[config.mk]
export PLATFORM = sky130hd
export DESIGN_NAME = if_prefetch_queue_flat
export DESIGN_NICKNAME = d
export VERILOG_FILES = /design/src/rtl/if_prefetch_queue_if.sv /design/src/rtl/if_prefetch_queue.sv /design/src/flat_wrapper.sv
export SDC_FILE = /design/constraint.sdc
export NUM_CORES = 1
export LEC_CHECK = 0
export BUFFER_PORTS_ARGS = -buffer_cell sky130_fd_sc_hd__buf_2
export CAP_MARGIN = 20
export CELL_PAD_IN_SITES_DETAIL_PLACEMENT = 1
export CELL_PAD_IN_SITES_GLOBAL_PLACEMENT = 1
export CORE_MARGIN = 4
export CORE_UTILIZATION = 48
export CTS_CLUSTER_DIAMETER = 50
export DETAILED_ROUTE_END_ITERATION = 12
export PLACE_DENSITY_LB_ADDON = 0.15
export SETUP_SLACK_MARGIN = 0.15
export SLEW_MARGIN = 20
export SYNTH_ARGS = -nofsm -noshare
export SYNTH_HDL_FRONTEND = slang
export SYNTH_SLANG_ARGS = --single-unit
[constraint.sdc]
create_clock -name clk -period 3.6 [get_ports clk]
set_input_delay 0.54 -clock clk [delete_from_list [all_inputs] [get_ports clk]]
set_output_delay 0.54 -clock clk [all_outputs]
set_load 0.02 [all_outputs]
[src/rtl/if_prefetch_queue_if.sv]
// Fetch front-end bus: memory request/response, decode-side output,
// redirect input and occupancy. master = fetch unit, slave = environment.
interface if_prefetch_queue_if #(
   parameter int DEPTH = 4
);
   localparam int CW = $clog2(DEPTH) + 1;

   logic          inst_req_valid;
   logic          inst_req_ready;
   logic [31:0]   inst_addr;
   logic [31:0]   inst_resp_data;
   logic          inst_resp_valid;
   logic          inst_resp_ready;
   logic          out_valid;
   logic          out_ready;
   logic [31:0]   out_inst;
   logic [31:0]   out_pc;
   logic          redirect;
   logic [31:0]   redirect_pc;
   logic [CW-1:0] queue_count;

   modport master (
      output inst_req_valid, inst_addr, inst_resp_ready,
             out_valid, out_inst, out_pc, queue_count,
      input  inst_req_ready, inst_resp_data, inst_resp_valid,
             out_ready, redirect, redirect_pc
   );

   modport slave (
      input  inst_req_valid, inst_addr, inst_resp_ready,
             out_valid, out_inst, out_pc, queue_count,
      output inst_req_ready, inst_resp_data, inst_resp_valid,
             out_ready, redirect, redirect_pc
   );
endinterface

[src/rtl/if_prefetch_queue.sv]
// Instruction prefetch queue: issues sequential fetches with bounded
// outstanding requests, buffers {pc, inst} in a FIFO, flushes on redirect
// and drops responses belonging to requests issued before the redirect.
module if_prefetch_queue #(
   parameter int          DEPTH           = 4,
   parameter int          MAX_OUTSTANDING = 2,
   parameter logic [31:0] RESET_PC        = 32'h0
) (
   input logic                 clk,
   input logic                 rst,
   if_prefetch_queue_if.master bus
);
   localparam int PW = $clog2(DEPTH);
   localparam int CW = PW + 1;
   localparam int OW = $clog2(MAX_OUTSTANDING + 1);

   typedef struct packed {
      logic [31:0] pc;
      logic [31:0] inst;
   } entry_t;

   entry_t        fifo [DEPTH];
   logic [PW-1:0] wr_ptr, rd_ptr;
   logic [CW-1:0] count;
   logic [OW-1:0] inflight, inflight_nxt, discard;
   logic [31:0]   fpc, exp_pc, redir_pc, occupancy;
   logic          req_fire, resp_fire, push, pop;

   // Credit rule: count + inflight never exceeds DEPTH, so every
   // response is guaranteed a free FIFO slot when it lands.
   assign occupancy          = 32'(count) + 32'(inflight);
   assign bus.inst_req_valid = !rst && (32'(inflight) < 32'(MAX_OUTSTANDING))
                               && (occupancy < 32'(DEPTH));
   assign bus.inst_addr       = fpc;
   assign bus.inst_resp_ready = !rst;

   assign req_fire     = bus.inst_req_valid && bus.inst_req_ready;
   assign resp_fire    = bus.inst_resp_valid && bus.inst_resp_ready;
   assign inflight_nxt = inflight + OW'(req_fire) - OW'(resp_fire);
   assign redir_pc     = bus.redirect_pc & ~32'h3;

   // Stale responses (discard != 0) and any response in a redirect cycle are dropped.
   assign push = resp_fire && (discard == '0) && !bus.redirect;
   assign pop  = bus.out_valid && bus.out_ready && !bus.redirect;

   assign bus.out_valid   = !rst && (count != '0);
   assign bus.out_inst    = fifo[rd_ptr].inst;
   assign bus.out_pc      = fifo[rd_ptr].pc;
   assign bus.queue_count = rst ? '0 : count;

   // Control state: fetch/expected PCs, FIFO pointers, credit counters; redirect has priority.
   always_ff @(posedge clk) begin
      if (rst) begin
         fpc      <= RESET_PC;
         exp_pc   <= RESET_PC;
         wr_ptr   <= '0;
         rd_ptr   <= '0;
         count    <= '0;
         inflight <= '0;
         discard  <= '0;
      end else begin
         inflight <= inflight_nxt;
         if (bus.redirect) begin
            fpc     <= redir_pc;
            exp_pc  <= redir_pc;
            wr_ptr  <= '0;
            rd_ptr  <= '0;
            count   <= '0;
            // Everything still outstanding after this cycle belongs to the old stream.
            discard <= inflight_nxt;
         end else begin
            if (req_fire) fpc <= fpc + 32'd4;
            if (resp_fire && (discard != '0)) discard <= discard - OW'(1);
            if (push) begin
               wr_ptr <= wr_ptr + PW'(1);
               exp_pc <= exp_pc + 32'd4;
            end
            if (pop) rd_ptr <= rd_ptr + PW'(1);
            count <= count + CW'(push) - CW'(pop);
         end
      end
   end

   // FIFO storage: no reset needed, validity is tracked by count.
   always_ff @(posedge clk) begin
      if (push) fifo[wr_ptr] <= '{pc: exp_pc, inst: bus.inst_resp_data};
   end
endmodule

[src/flat_wrapper.sv]
// flat-port wrapper written by rule: the top's interface ports become plain ports
module if_prefetch_queue_flat 
#(
   parameter int          DEPTH           = 4,
   parameter int          MAX_OUTSTANDING = 2,
   parameter logic [31:0] RESET_PC        = 32'h0
)
  (clk, rst, bus_inst_req_valid, bus_inst_addr, bus_inst_resp_ready, bus_out_valid, bus_out_inst, bus_out_pc, bus_queue_count, bus_inst_req_ready, bus_inst_resp_data, bus_inst_resp_valid, bus_out_ready, bus_redirect, bus_redirect_pc);
  if_prefetch_queue_if #(.DEPTH(DEPTH)) bus_i ();
  input logic clk;
  input logic rst;
  output wire logic [$bits(bus_i.inst_req_valid)-1:0] bus_inst_req_valid;
  output wire logic [$bits(bus_i.inst_addr)-1:0] bus_inst_addr;
  output wire logic [$bits(bus_i.inst_resp_ready)-1:0] bus_inst_resp_ready;
  output wire logic [$bits(bus_i.out_valid)-1:0] bus_out_valid;
  output wire logic [$bits(bus_i.out_inst)-1:0] bus_out_inst;
  output wire logic [$bits(bus_i.out_pc)-1:0] bus_out_pc;
  output wire logic [$bits(bus_i.queue_count)-1:0] bus_queue_count;
  input wire logic [$bits(bus_i.inst_req_ready)-1:0] bus_inst_req_ready;
  input wire logic [$bits(bus_i.inst_resp_data)-1:0] bus_inst_resp_data;
  input wire logic [$bits(bus_i.inst_resp_valid)-1:0] bus_inst_resp_valid;
  input wire logic [$bits(bus_i.out_ready)-1:0] bus_out_ready;
  input wire logic [$bits(bus_i.redirect)-1:0] bus_redirect;
  input wire logic [$bits(bus_i.redirect_pc)-1:0] bus_redirect_pc;
  assign bus_inst_req_valid = bus_i.inst_req_valid;
  assign bus_inst_addr = bus_i.inst_addr;
  assign bus_inst_resp_ready = bus_i.inst_resp_ready;
  assign bus_out_valid = bus_i.out_valid;
  assign bus_out_inst = bus_i.out_inst;
  assign bus_out_pc = bus_i.out_pc;
  assign bus_queue_count = bus_i.queue_count;
  assign bus_i.inst_req_ready = bus_inst_req_ready;
  assign bus_i.inst_resp_data = bus_inst_resp_data;
  assign bus_i.inst_resp_valid = bus_inst_resp_valid;
  assign bus_i.out_ready = bus_out_ready;
  assign bus_i.redirect = bus_redirect;
  assign bus_i.redirect_pc = bus_redirect_pc;
  if_prefetch_queue #(.DEPTH(DEPTH), .MAX_OUTSTANDING(MAX_OUTSTANDING), .RESET_PC(RESET_PC)) u_core (.clk(clk), .rst(rst), .bus(bus_i));
endmodule
# Word level (Yosys, flattened, before mapping)

Memory sizes are Yosys's and may differ from the RTL's. A register that Yosys moved wholly into a read port is not among the register bits.
Index checks and enable logic that the tools add are counted.

Bits in registers: 75
Bits in writable memories: 256
Memories kept: 1

Add/subtract/negate cells: 10
Order comparisons: 2
Multiplexer cells: 11
Reduce and logical (&&, ||, !) cells: 19

Memories:

| name        | words | width | read ports | clocked after Yosys merged registers in | wr ports | line                    | RTL |
|---|---|---|---|---|---|---|---|
| u_core.fifo | 4     | 64    | 1          | 1                                       | 1        | if_prefetch_queue.sv:22 | `entry_t fifo [DEPTH];` |

Operators with widths:

| operator                                                              | number |
|---|---|
| 32-bit 2-to-1 mux                                                     | 4 |
| 32-bit by 3-bit adder with 32-bit output, second input constant       | 2 |
| 32-bit by 3-bit < comparator with 1-bit output, second input constant | 1 |
| 1-bit logical AND                                                     | 10 |
| 2-bit 2-to-1 mux                                                      | 4 |
| 2-bit nonzero test                                                    | 4 |
| 2-bit by 1-bit adder with 2-bit output, second input constant         | 2 |
| 3-bit by 2-bit adder with 4-bit output                                | 1 |
| 3-bit by 1-bit adder with 3-bit output                                | 1 |
| 3-bit 2-to-1 mux                                                      | 1 |
| 3-bit nonzero test                                                    | 1 |
| 3-bit by 1-bit subtractor with 3-bit output                           | 1 |
| 2-bit by 1-bit adder with 2-bit output                                | 1 |
| 1-bit logical NOT                                                     | 2 |
| 2-bit logical NOT                                                     | 1 |
| 2-bit < comparator, second input constant                             | 1 |
| 1-bit 2-to-1 mux                                                      | 2 |
| 2-bit OR reduction                                                    | 1 |
| 2-bit by 1-bit subtractor with 2-bit output                           | 1 |
| 2-bit by 1-bit subtractor with 2-bit output, second input constant    | 1 |

# Logic depth before layout (Yosys ltp)

Depth in word-level cells: 7
Depth in mapped cells: 10

# Worst setup path before layout

No wires, ideal clock.

Path kind: input to register
Start point: input rst
End point: memory u_core.fifo[0][0] in the netlist's numbering (enable)
Setup time: 427 ps
Arrival time: 2729 ps
Data required time: 3173 ps
Setup slack: 444 ps
Stages on the path: 4
Cell sequence: buf_2 > nand3b_1 > nor2_1 > and2_1

Longest elaborated chain between the ends: 6

RTL lines:

| what                                   | line                    | RTL |
|---|---|---|
| from (decl)                            | flat_wrapper.sv:11      | `input logic rst;` |
| 1-bit logical NOT                      | if_prefetch_queue.sv:35 | `assign bus.inst_resp_ready = !rst;` |
| 1-bit logical AND                      | if_prefetch_queue.sv:38 | `assign resp_fire = bus.inst_resp_valid && bus.inst_resp_ready;` |
| 1-bit logical AND (2 in a row)         | if_prefetch_queue.sv:43 | `assign push = resp_fire && (discard == '0) && !bus.redirect;` |
| named net u_core.push                  | if_prefetch_queue.sv:27 | `logic req_fire, resp_fire, push, pop;` |
| 1-bit 2-to-1 mux                       | if_prefetch_queue.sv:86 | `if (push) fifo[wr_ptr] <= '{pc: exp_pc, inst: bus.inst_resp_data};` |
| 1-bit 2-to-1 mux (not written as such) | if_prefetch_queue.sv:86 |  |
| to (decl)                              | if_prefetch_queue.sv:22 |  |

The timed path passes the listed nets, and every way through them passes these cells.

==> results.rst <==
.. list-table::
   :header-rows: 1

   * - Metric
     - Value
   * - Critical path start-end classification
     - reg -> out
   * - Static leakage
     - 5.40 nW
   * - Post-detailed-placement cell area
     - 14600 µm²
   * - DP Wirelength
     - 20000 µm
   * - Clk buf depth
     - 3
   * - Setup clock skew after layout
     - 0.0252 ns
   * - Overflow left after global routing
     - 0
   * - Most frequent cells in the layout
     - edfxtp_1 (248), buf_2 (165), dfxtp_1 (71), mux4_2 (62), clkbuf_16 (40)
   * - Detail Route Antenna Nets
     - 0
   * - Final Critical Period
     - 2.82 ns
   * - Initial cell density of the core
     - 49.0%
   * - Clock buffer count from CTS
     - 39
   * - Syn avg cell area
     - 15.7 µm²
   * - Pwr/cell area
     - 537 nW/µm²
   * - Total number of vias
     - 8210
   * - DRT Pass-1 Iters
     - 7
   * - Clock power share
     - 45.4%
   * - Yosys cell types
     - 56
   * - Clk Latency, worst-skew pair
     - 0.53 ns
   * - Post-DR vias/cell
     - 5.76
   * - RSZ-0062 raised after global routing
     - false
   * - Endpoint type of the worst setup path
     - output port
   * - Count of flip-flops with a built-in enable after synthesis
     - 248
   * - Num ports
     - 172
   * - Total wire length after detailed routing
     - 30500 µm
   * - Worst slew margin relative to its limit
     - 44.2%
   * - Share of synthesized area occupied by flip-flops and latches
     - 67.0%
   * - Largest net degree at the start of global routing
     - 63
   * - Synthesized flop and latch total
     - 321
   * - GRT Overall Usage
     - 20.0%
   * - Comb power frac
     - 5.6%
   * - Class of the worst hold path
     - in -> reg
   * - Hold Slack
     - 0.230 ns
   * - Final Cell Area
     - 15900 µm²
   * - Setup violators final
     - 0
   * - Number of maximum-capacitance violations
     - 0
   * - Chip Height
     - 174 µm
   * - Gate count of the mapped netlist
     - 849
   * - Crit share post-route
     - 78.2%
   * - Sequential share of power
     - 49.0%
   * - Gates resized, CTS repair
     - 0
   * - Slew of the pin with the lowest slew margin
     - 0.836 ns
   * - Most common flop cell mapped by yosys
     - edfxtp_1
   * - Core area
     - 27100 µm²
   * - Required time reported for the critical path endpoint
     - 3.06 ns
   * - Clock Tree Root
     - clkbuf_16
   * - IR drop worst, VDD
     - 0.313 mV
   * - Share of flip-flops with an asynchronous set or reset after synthesis
     - 0%
   * - Die X
     - 174 µm
   * - Routability congestion estimate from global placement
     - 0.771
   * - Via count of the first global-routing pass
     - 8531
   * - Post-Synthesis Cell Area
     - 13300 µm²
   * - Max Fanout on Critical Path
     - 33
   * - Synthesis-to-finish area growth
     - 19.6%
   * - Startpoint type of the worst setup path
     - flop
   * - Fraction of power spent switching nets
     - 22.4%
   * - TritonCTS clock tree
     - done
   * - Number of placement rows
     - 60
   * - Warning count from the yosys run
     - 0
   * - Final number of hold-violating endpoints
     - 0
   * - Clock transition at path regs
     - 0.06 ns
   * - Number of buffers added for setup after CTS
     - 0
   * - Design internal power
     - 0.00663 W
   * - DRC violations left
     - 0
   * - DRC marker count from the first detailed-route iteration
     - 508
   * - Total die area
     - 30400 µm²
   * - Routed len/inst
     - 21.4 µm
   * - Leading cell type in the layout, fill and taps excluded
     - edfxtp_1
   * - Ant. Diodes
     - 0
   * - Run status
     - finished, final reports clean
   * - Port bufs
     - 165
   * - Setup TNS Final
     - 0 ns
   * - Post-route core utilization
     - 58.7%
   * - Clock sink count
     - 321
   * - Number of hold buffers added after CTS
     - 0
   * - Arrival time reported for the critical path endpoint
     - 2.28 ns
   * - H-tree depth
     - 2
   * - Net switching power figure
     - 0.00191 W
   * - Net count reported at finish
     - 1105
   * - Fraction of layout instances using a drive strength above 1
     - 30.0%
   * - Number of antenna violations at the first check in global routing
     - 0
   * - Global-route wire length before repair
     - 48300 µm
   * - Final Max Tran Viols
     - 0
   * - Upper clock frequency limit
     - 0.355 GHz
[worst max-delay path, stage by stage, from the launching register on]
cell and delay, ns:
dfxtp_4 0.65, buf_12 0.34, mux4_2 0.57, buf_2 0.18
[cell type report]
class	count	area, µm²
Fill cell	2549	11200
Sequential cell	321	8910
Multi-Input combinational cell	461	4110
Timing Repair Buffer	180	1030
Clock buffer	44	1020
Tap cell	372	465
Clock inverter	28	297
Inverter	19	71.3
[registers in the layout (all words and copies together), names as in the netlist, named ones only]
name and count:
u_core.discard 2, u_core.exp_pc 30, u_core.wr_ptr 2, u_core.count 3, u_core.bus.inst_addr 30, u_core.rd_ptr 2, u_core.inflight 2, u_core.fifo 248
[per-layer routing]
metal  share of wire, %  global-route usage [%]
met1                 44                    28.4
met2                 48                    32.6
met3                6.4                    3.61
met4                1.5                    4.49
met5                  0                       0
[Yosys cell counts (14+ instances only)]
cell type,number,area [µm²]
nand4_1,23,144
nor2_1,26,97.6
a21boi_0,14,105
mux4_2,62,1400
edfxtp_1,248,7450
nor3_1,23,115
o21a_1,30,225
and4_1,14,123
inv_1,17,63.8
a211oi_1,15,113
nand2_1,30,113
o31a_1,32,280
nand3_1,24,120
nor4_1,24,150
xnor2_1,14,123
dfxtp_1,73,1460
clkbuf_1,34,128
[worst paths after layout]
path	slack, ns	from	depth (start not counted)	endpoint
max	0.78	flop	3	bus_out_inst[2]
max reg2reg	1.24	u_core.inflight[1]$_SDFF_PP0_	9	u_core.discard[1]$_SDFFE_PP0P_
min	0.23	bus_inst_resp_data[28]	1	u_core.fifo[3][28]$_DFFE_PP_
min reg2reg	0.50	u_core.wr_ptr[1]$_SDFFE_PP0N_	2	u_core.wr_ptr[1]$_SDFFE_PP0N_
[cells by family after synthesis]
logic type | count (synthesis) | share of synthesized area, %
compound gates | 137 | 7.88
flops | 321 | 67.0
fa+ha+maj | 13 | 1.28
mux | 63 | 10.6
buf+inv | 70 | 2.16
xor+xnor | 21 | 1.38
other cells | 1 | 0.0282
simple gates | 223 | 9.67
[metrics by stage]
step	std cells	worst slack, ns	power (W)
floorplan	852	0.444	0.00453
global placement	1353	1.04	0.00472
detailed placement	1353	1.01	0.00474
CTS	1425	0.710	0.00866
global route	1425	0.651	0.00890
finish	1425	0.784	0.00854
[power groups by stage]
stage / Clock (W) / Combinational, W / Sequential (W)
2_1_floorplan: 0 / 0.000277 / 0.00425
3_3_place_gp: 0 / 0.000467 / 0.00426
3_5_place_dp: 0 / 0.000478 / 0.00426
4_1_cts: 0.00399 / 0.000482 / 0.00419
5_1_grt: 0.00417 / 0.000523 / 0.00420
6_report: 0.00388 / 0.000474 / 0.00419
(Power assumes the default switching activity.)
